$ cat config.mk
export PLATFORM = sky130hd
export DESIGN_NAME = program_counter_rs
export DESIGN_NICKNAME = d
export VERILOG_FILES = /design/src/rtl/program_counter_rs.sv
export SDC_FILE = /design/constraint.sdc
export NUM_CORES = 1
export LEC_CHECK = 0
export ABC_AREA = 0
export CORE_MARGIN = 3
export CORE_UTILIZATION = 50
export CTS_CLUSTER_DIAMETER = 40
export DETAILED_ROUTE_END_ITERATION = 10
export PLACE_DENSITY = 0.76
export SYNTH_ARGS = -nofsm -noshare
export SYNTH_HDL_FRONTEND = slang
export SYNTH_SLANG_ARGS = --single-unit
$ cat constraint.sdc
create_clock -name CLK -period 6.67 [get_ports CLK]
set_clock_uncertainty 0.05 [all_clocks]
set_input_delay 1.334 -clock CLK [delete_from_list [all_inputs] [get_ports CLK]]
set_output_delay 1.334 -clock CLK [all_outputs]
set_load 0.02 [all_outputs]
$ cat src/rtl/program_counter_rs.sv
// Program counter with a hardware return-address stack for CALL/RET.
// Define PC_INTR_EN to enable interrupt-vector entry on INTR.
module program_counter_rs #(
    parameter int WIDTH     = 10,
    parameter int DEPTH     = 8,
    parameter int RESET_VEC = 1,
    parameter int INTR_VEC  = 'h3FF
) (
    input  logic                   CLK,
    input  logic                   RST,
    input  logic [WIDTH-1:0]       DIN,
    input  logic                   PC_LD,
    input  logic                   PC_INC,
    input  logic                   CALL,
    input  logic                   RET,
    input  logic                   INTR,
    output logic [WIDTH-1:0]       PC_COUNT,
    output logic [$clog2(DEPTH):0] STK_CNT,
    output logic                   STK_FULL,
    output logic                   STK_EMPTY,
    output logic                   STK_ERR
);

    localparam int AW = $clog2(DEPTH);
    localparam logic [AW:0] FULL_CNT = (AW + 1)'(DEPTH);
    localparam logic [WIDTH-1:0] RVEC = WIDTH'(RESET_VEC);

    logic [WIDTH-1:0] stk [DEPTH];
    logic [WIDTH-1:0] pc_nxt;
    logic [WIDTH-1:0] push_data;
    logic [WIDTH-1:0] top;
    logic [AW:0]      cnt_nxt;
    logic [AW:0]      cnt_dec;
    logic             err_nxt;
    logic             push;
    logic             full;
    logic             empty;

    assign full    = (STK_CNT == FULL_CNT);
    assign empty   = (STK_CNT == '0);
    assign cnt_dec = STK_CNT - 1'b1;
    assign top     = stk[cnt_dec[AW-1:0]];

`ifdef PC_INTR_EN
    localparam logic [WIDTH-1:0] IVEC = WIDTH'(INTR_VEC);
`else
    logic unused_intr;
    assign unused_intr = INTR;
`endif

    always_comb begin
        pc_nxt    = PC_COUNT;
        cnt_nxt   = STK_CNT;
        err_nxt   = STK_ERR;
        push      = 1'b0;
        push_data = PC_COUNT + 1'b1;
`ifdef PC_INTR_EN
        // Interrupt saves the interrupted PC itself, not PC+1
        if (INTR) begin
            push_data = PC_COUNT;
            pc_nxt    = IVEC;
            if (full) begin
                err_nxt = 1'b1;
            end else begin
                push    = 1'b1;
                cnt_nxt = STK_CNT + 1'b1;
            end
        end else
`endif
        if (RET) begin
            if (empty) begin
                err_nxt = 1'b1;
            end else begin
                pc_nxt  = top;
                cnt_nxt = cnt_dec;
            end
        end else if (CALL) begin
            pc_nxt = DIN;
            if (full) begin
                err_nxt = 1'b1;
            end else begin
                push    = 1'b1;
                cnt_nxt = STK_CNT + 1'b1;
            end
        end else if (PC_LD) begin
            pc_nxt = DIN;
        end else if (PC_INC) begin
            pc_nxt = PC_COUNT + 1'b1;
        end
    end

    always_ff @(posedge CLK) begin
        if (RST) begin
            PC_COUNT  <= RVEC;
            STK_CNT   <= '0;
            STK_FULL  <= 1'b0;
            STK_EMPTY <= 1'b1;
            STK_ERR   <= 1'b0;
        end else begin
            PC_COUNT  <= pc_nxt;
            STK_CNT   <= cnt_nxt;
            STK_FULL  <= (cnt_nxt == FULL_CNT);
            STK_EMPTY <= (cnt_nxt == '0);
            STK_ERR   <= err_nxt;
        end
    end

    always_ff @(posedge CLK) begin
        if (push && !RST) begin
            stk[STK_CNT[AW-1:0]] <= push_data;
        end
    end

endmodule

==> impl_metrics.csv, run 1 <==
group,metric,value,unit
synth,synth.largest_area_cell,"edfxtp_1",
outcome,status,"complete, no violations",
critical_path,crit_type,"in2reg",
clock_network,cts_resized,0,
grt,antenna_found_initial,0,
route,drt_pass1_iterations,5,
placement,dp_cells,411,
grt,grt_start_max_net_pins,29,
synth,synthFlopType,"edfxtp_1",
synth,ys_top_cells_by_area,"edfxtp_1 56%, mux4_2 10%, dfxtp_1 8.0%, mux2i_1 2.1%, mux2_2 2.1%",
clock_network,holdBufCountCts,0,
grt,grt_util_all_layers,20.4,%
pwr,power.total,1.79,mW
floorplan,core-area,8260,µm²
placement,numPortBuffers,32,
final_layout,fin_nets,338,
placement,place_congestion,0.817,
clock_network,cts_made_buffers,9,
clock_network,cts_max_level,3,
clock_network,clock_latency,0.36,ns
critical_path,crit_required,6.59,ns
timing,relSlewSlack,17.7,%
synth,synth_area,4280,µm²
min_path,holdPathStages,2,
final_layout,drive_above_1_share,17.1,%
timing,slew_violations,0,
clock_network,cts.sinks,97,
floorplan,start_util,51.8,%
pwr,power_density,365,nW/µm²
critical_path,critPathLaunchType,"input port",
timing,finalHoldViolCount,0,
final_layout,n_antenna_cell,0,
synth,ys_warn_count,0,
floorplan,die_h,98.5,µm
clock_network,path_clk_slew,0.09,ns
synth,synth_cell_types,51,
grt,grt_pass1_wl,14.9,mm
timing,finalSetupViolations,0,
synth,synth-seq-cells,97,
timing,hold_slack,0.446,ns
route,first_iter_violations,302,
timing,finalSetupTns,0,ns
route,detail_route.wl_per_cell,21.8,µm
route,routed_via_density,6.25,
pwr,peakVddDrop,193,µV
clock_network,cts_tree,"done",
timing,setup_slack,3.18,ns
flow_run,maxCapViolCount,0,
floorplan,die_x,98.5,µm
critical_path,r2r_cells,5,
critical_path,arrival,3.41,ns
final_layout,area_growth,14.7,%
route,ant_nets,0,
clock_network,cts_setup_buffers,0,
timing,tightest_slew,1.23,ns
synth,synth_top_area_share,56.2,%
placement,pre_cts_ws,2.81,ns
synth,synthCells,285,
timing,fin_crit,3.49,ns
min_path,hold_path.class,"reg2reg",
critical_path,end_kind,"flop",
timing,rsz0062_at_grt,"false",
final_layout,instances_no_fill,427,
pwr,total_leakage_power,1.61,nW
critical_path,rrSetupSlack,3.81,ns
synth,synth_edf_count,80,
route,via_count,2667,
synth,ys_seq_area_share,64.1,%
clock_network,cts_buffer_depth,2,
route,drt-total-wl,9.33,mm
clock_network,cts-root-buf,"clkbuf_8",
critical_path,worstPathMaxFanout,12,
synth,postSynthAreaPerCell,15.0,µm²
timing,period_share,52.3,%
floorplan,fp-row-count,33,
timing,max_freq,0.287,GHz
synth,syn_nets,306,
synth,synth_async_sr_flop_share,0,%
floorplan,design.die.area,9700,µm²
floorplan,pin_count,34,
grt,grt_overflow_total,0,
route,route.detailed.drc,0,
placement,dp_hpwl,6.00,mm
grt,grt_pass1_vias,2608,
cells in the mapped netlist, drive strengths merged, types with 7 or more instances:
cell type / instances
nor2: 16
clkbuf: 9
edfxtp: 80
inv: 8
dfxtp: 17
mux2: 8
nor3: 7
buf: 8
nand3: 10
o21ai: 8
mux4: 19
mux2i: 9
a21oi: 9
nand2: 14
sequential cells by signal, summed over array words and instances (netlist names):
name       count
PC_COUNT      10
STK_CNT        4
STK_EMPTY      1
STK_ERR        1
STK_FULL       1
stk           80
layout make-up:
class,instances,area (µm²)
fill,652,3350
sequential,97,2740
tap,105,131
clock buffer,10,128
multi-input combinational,163,1420
inverter,8,30.0
timing repair buffer,38,365
clock inverter,6,88.8
critical path: stages:
cell             delay, ns
clkdlybuf4s50_1       0.67
nor2_1                0.23
nand4_1               0.19
nor2_1                0.98
path summary, 6_finish.rpt:
path | from | end
worst max-delay path | RST | stk[6][1]
worst min-delay path | STK_ERR | STK_ERR
worst max register to register | STK_CNT[1] | stk[6][1]
worst min register to register | STK_ERR | STK_ERR
cell usage in the layout (no fill, tap or decap), types with 2 or more instances in the layout:
cell             instances
a21oi_1                  9
a22oi_1                  2
a311o_1                  3
a31oi_1                  5
buf_4                    6
bufinv_16                2
clkbuf_8                 9
clkdlybuf4s50_1         32
dfxtp_1                 16
edfxtp_1                80
ha_1                     4
inv_1                    8
inv_6                    2
mux2_2                   8
mux2i_1                  9
mux4_2                  19
nand2_1                 14
nand3_1                 10
nand4_1                  4
nor2_1                  16
nor2b_1                  2
nor3_1                   7
nor3b_1                  2
nor4_1                   3
o211ai_1                 2
o21a_1                   3
o21ai_0                  8
o221ai_1                 2
o31ai_1                  2
o32ai_1                  2
or2_2                    2
or3_1                    2
xnor2_1                  3
xor2_1                   2
cell families (layout without fill, tap and decap cells):
kind of cell	after synthesis	in the layout	synth area share (%)
flip-flops	97	97	64.1
adder cells (fa/ha/maj)	4	4	1.17
AO/OA/AOI/OAI	48	48	7.84
XOR/XNOR	6	6	1.23
multiplexers	36	36	14.2
buffers and inverters	25	62	2.90
AND/OR/NAND/NOR	69	69	8.54
through the flow:
stage	utilization (%)	instance area (µm²)
3_3_place_gp	56.8	4690
3_5_place_dp	56.8	4690
6_report	59.4	4910
4_1_cts	59.4	4910
5_1_grt	59.4	4910
2_1_floorplan	-	4280
power breakdown:
group	switching, mW	internal, mW	leakage (nW)
combinational	0.322	0.262	0.633
sequential	0.0533	0.744	0.872
clock	0.198	0.213	0.105
routing by layer:
layer  GRT usage, %  share of wire, %
met5              0                 0
met4           6.20               1.7
met3           4.18               6.9
met2           30.5                48
met1           30.6                43
No activity file was read; power rests on OpenSTA's default activity.
==> run 2: changes to the inputs <==
- PLACE_DENSITY: 0.76 -> 0.79
- clock period: 6.67 -> 2.92 ns (I/O delays scaled with it)
==> run 2 against run 1 <==
Compared with the run above:
- hold slack improved by 0.022 ns
- cell area increased by 1.1%
- count of clock-buffer cells in the layout fell by 1
- die area unchanged
- largest power group unchanged
- highest routed layer unchanged
==> impl_metrics.csv, run 2 (synthesis gave the netlist of run 1 again) <==
group,metric,value,unit
route,first_iter_violations,276,
final_layout,finish.instance_area,4960,µm²
placement,placed_area,4770,µm²
grt,grt_start_max_net_pins,29,
floorplan,core-area,8260,µm²
route,via_count,2738,
floorplan,design.die.area,9700,µm²
route,ant_nets,0,
final_layout,n_antenna_cell,0,
timing,period_share,85.2,%
final_layout,fin_nets,350,
clock_network,cts_buffer_depth,2,
critical_path,crit_required,2.29,ns
clock_network,cts_made_buffers,9,
grt,grt_pass1_wl,15.1,mm
placement,place_congestion,0.889,
clock_network,cts-root-buf,"clkbuf_8",
timing,finalSetupViolations,0,
pwr,power_density,812,nW/µm²
clock_network,cts_setup_buffers,0,
pwr,peakVddDrop,446,µV
final_layout,area_growth,15.9,%
placement,numPortBuffers,32,
final_layout,largest_reg_flops,80,
route,drt_pass1_iterations,5,
flow_run,maxCapViolCount,0,
placement,pre_cts_ws,0.388,ns
timing,finalSetupTns,0,ns
timing,setup_slack,0.431,ns
timing,fin_crit,2.49,ns
timing,relSlewSlack,52.6,%
floorplan,start_util,51.8,%
outcome,status,"complete, no violations",
timing,rsz0062_at_grt,"false",
route,routed_via_density,6.24,
grt,grt_pass1_vias,2800,
final_layout,final_common_cell,"edfxtp_1",
timing,tightest_slew,0.708,ns
final_layout,drive_above_1_share,20.4,%
critical_path,crit_type,"reg2out",
clock_network,cts_resized,0,
floorplan,die_x,98.5,µm
clock_network,clock_latency,0.37,ns
critical_path,critPathLaunchType,"flop",
critical_path,worstPathMaxFanout,28,
critical_path,end_kind,"primary output",
placement,dp_hpwl,6.47,mm
final_layout,finalCoreUtilization,60.1,%
grt,grt_overflow_total,0,
grt,antenna_found_initial,0,
floorplan,die_h,98.5,µm
clock_network,cts_max_level,3,
min_path,hold_path.class,"reg2reg",
clock_network,cts.sinks,97,
floorplan,pin_count,34,
final_layout,fillers,647,
critical_path,arrival,1.85,ns
floorplan,fp-row-count,33,
route,drt-total-wl,9.70,mm
clock_network,holdBufCountCts,0,
timing,finalHoldViolCount,0,
route,route.detailed.drc,0,
timing,slew_violations,0,
route,detail_route.wl_per_cell,22.1,µm
clock_network,cts_tree,"done",
pwr,total_leakage_power,1.66,nW
timing,max_freq,0.402,GHz
grt,grt_util_all_layers,20.5,%
clock_network,path_clk_slew,0.10,ns
final_layout,layout_common_cells,"80 x edfxtp_1, 32 x clkdlybuf4s50_1, 19 x mux4_2",
-- run 2: worst max-delay path, cell delays in order (launching register included) --
cell             delay (ns)
dfxtp_2                0.34
buf_4                  0.45
clkdlybuf4s50_1        0.70
-- run 2: cell type report --
class                   count  area [µm²]  area share [%]
clock inverters             7        63.8            1.29
clock buffers               9         124            2.50
multi-input cells         163        1410            28.5
well taps                 105         131            2.65
flip-flops and latches     97        2740            55.3
inverters                   8        30.0           0.605
repair buffers             50         455            9.18
-- run 2: power breakdown --
group,switching (mW),internal [mW]
Clock,0.494,0.324
Combinational,0.770,0.632
Sequential,0.109,1.70
Total,1.37,2.66
-- run 2: layer usage --
metal  track usage [%]  routed length (µm)  vias up
met5                 0                   0        -
met2              31.0                4480      143
met1              29.9                4270     1356
met4              7.46                 229        0
met3              3.82                 715       23
li1                  -                   -     1216
-- run 2: metrics by stage --
| step | total power [mW] | std cells | hold WS, ns |
|---|---|---|---|
| final | 4.03 | 439 | 0.468 |
| after global routing | 4.21 | 439 | 0.491 |
| after CTS | 4.03 | 439 | 0.470 |
| after detailed placement | 3.23 | 423 | 0.447 |
| after global placement | 3.18 | 423 | 0.396 |
| after floorplan | 2.78 | 285 | 0.530 |
-- run 2: final timing paths --
check / start / endpoint / slack, ns / cells after the start
hold reg to reg: STK_ERR / STK_ERR / 0.47 / 2
setup reg to reg: STK_CNT[1] / PC_COUNT[2] / 0.61 / 6
hold / removal: STK_ERR / STK_ERR / 0.47 / 2
setup / recovery: STK_CNT[0] / STK_CNT[0] / 0.43 / 2
==> run 3: changes to the inputs <==
- CTS_CLUSTER_DIAMETER: 40 -> 80
==> results of run 3 <==
The final DEF is identical to that of run 2; final timing and power are the same.
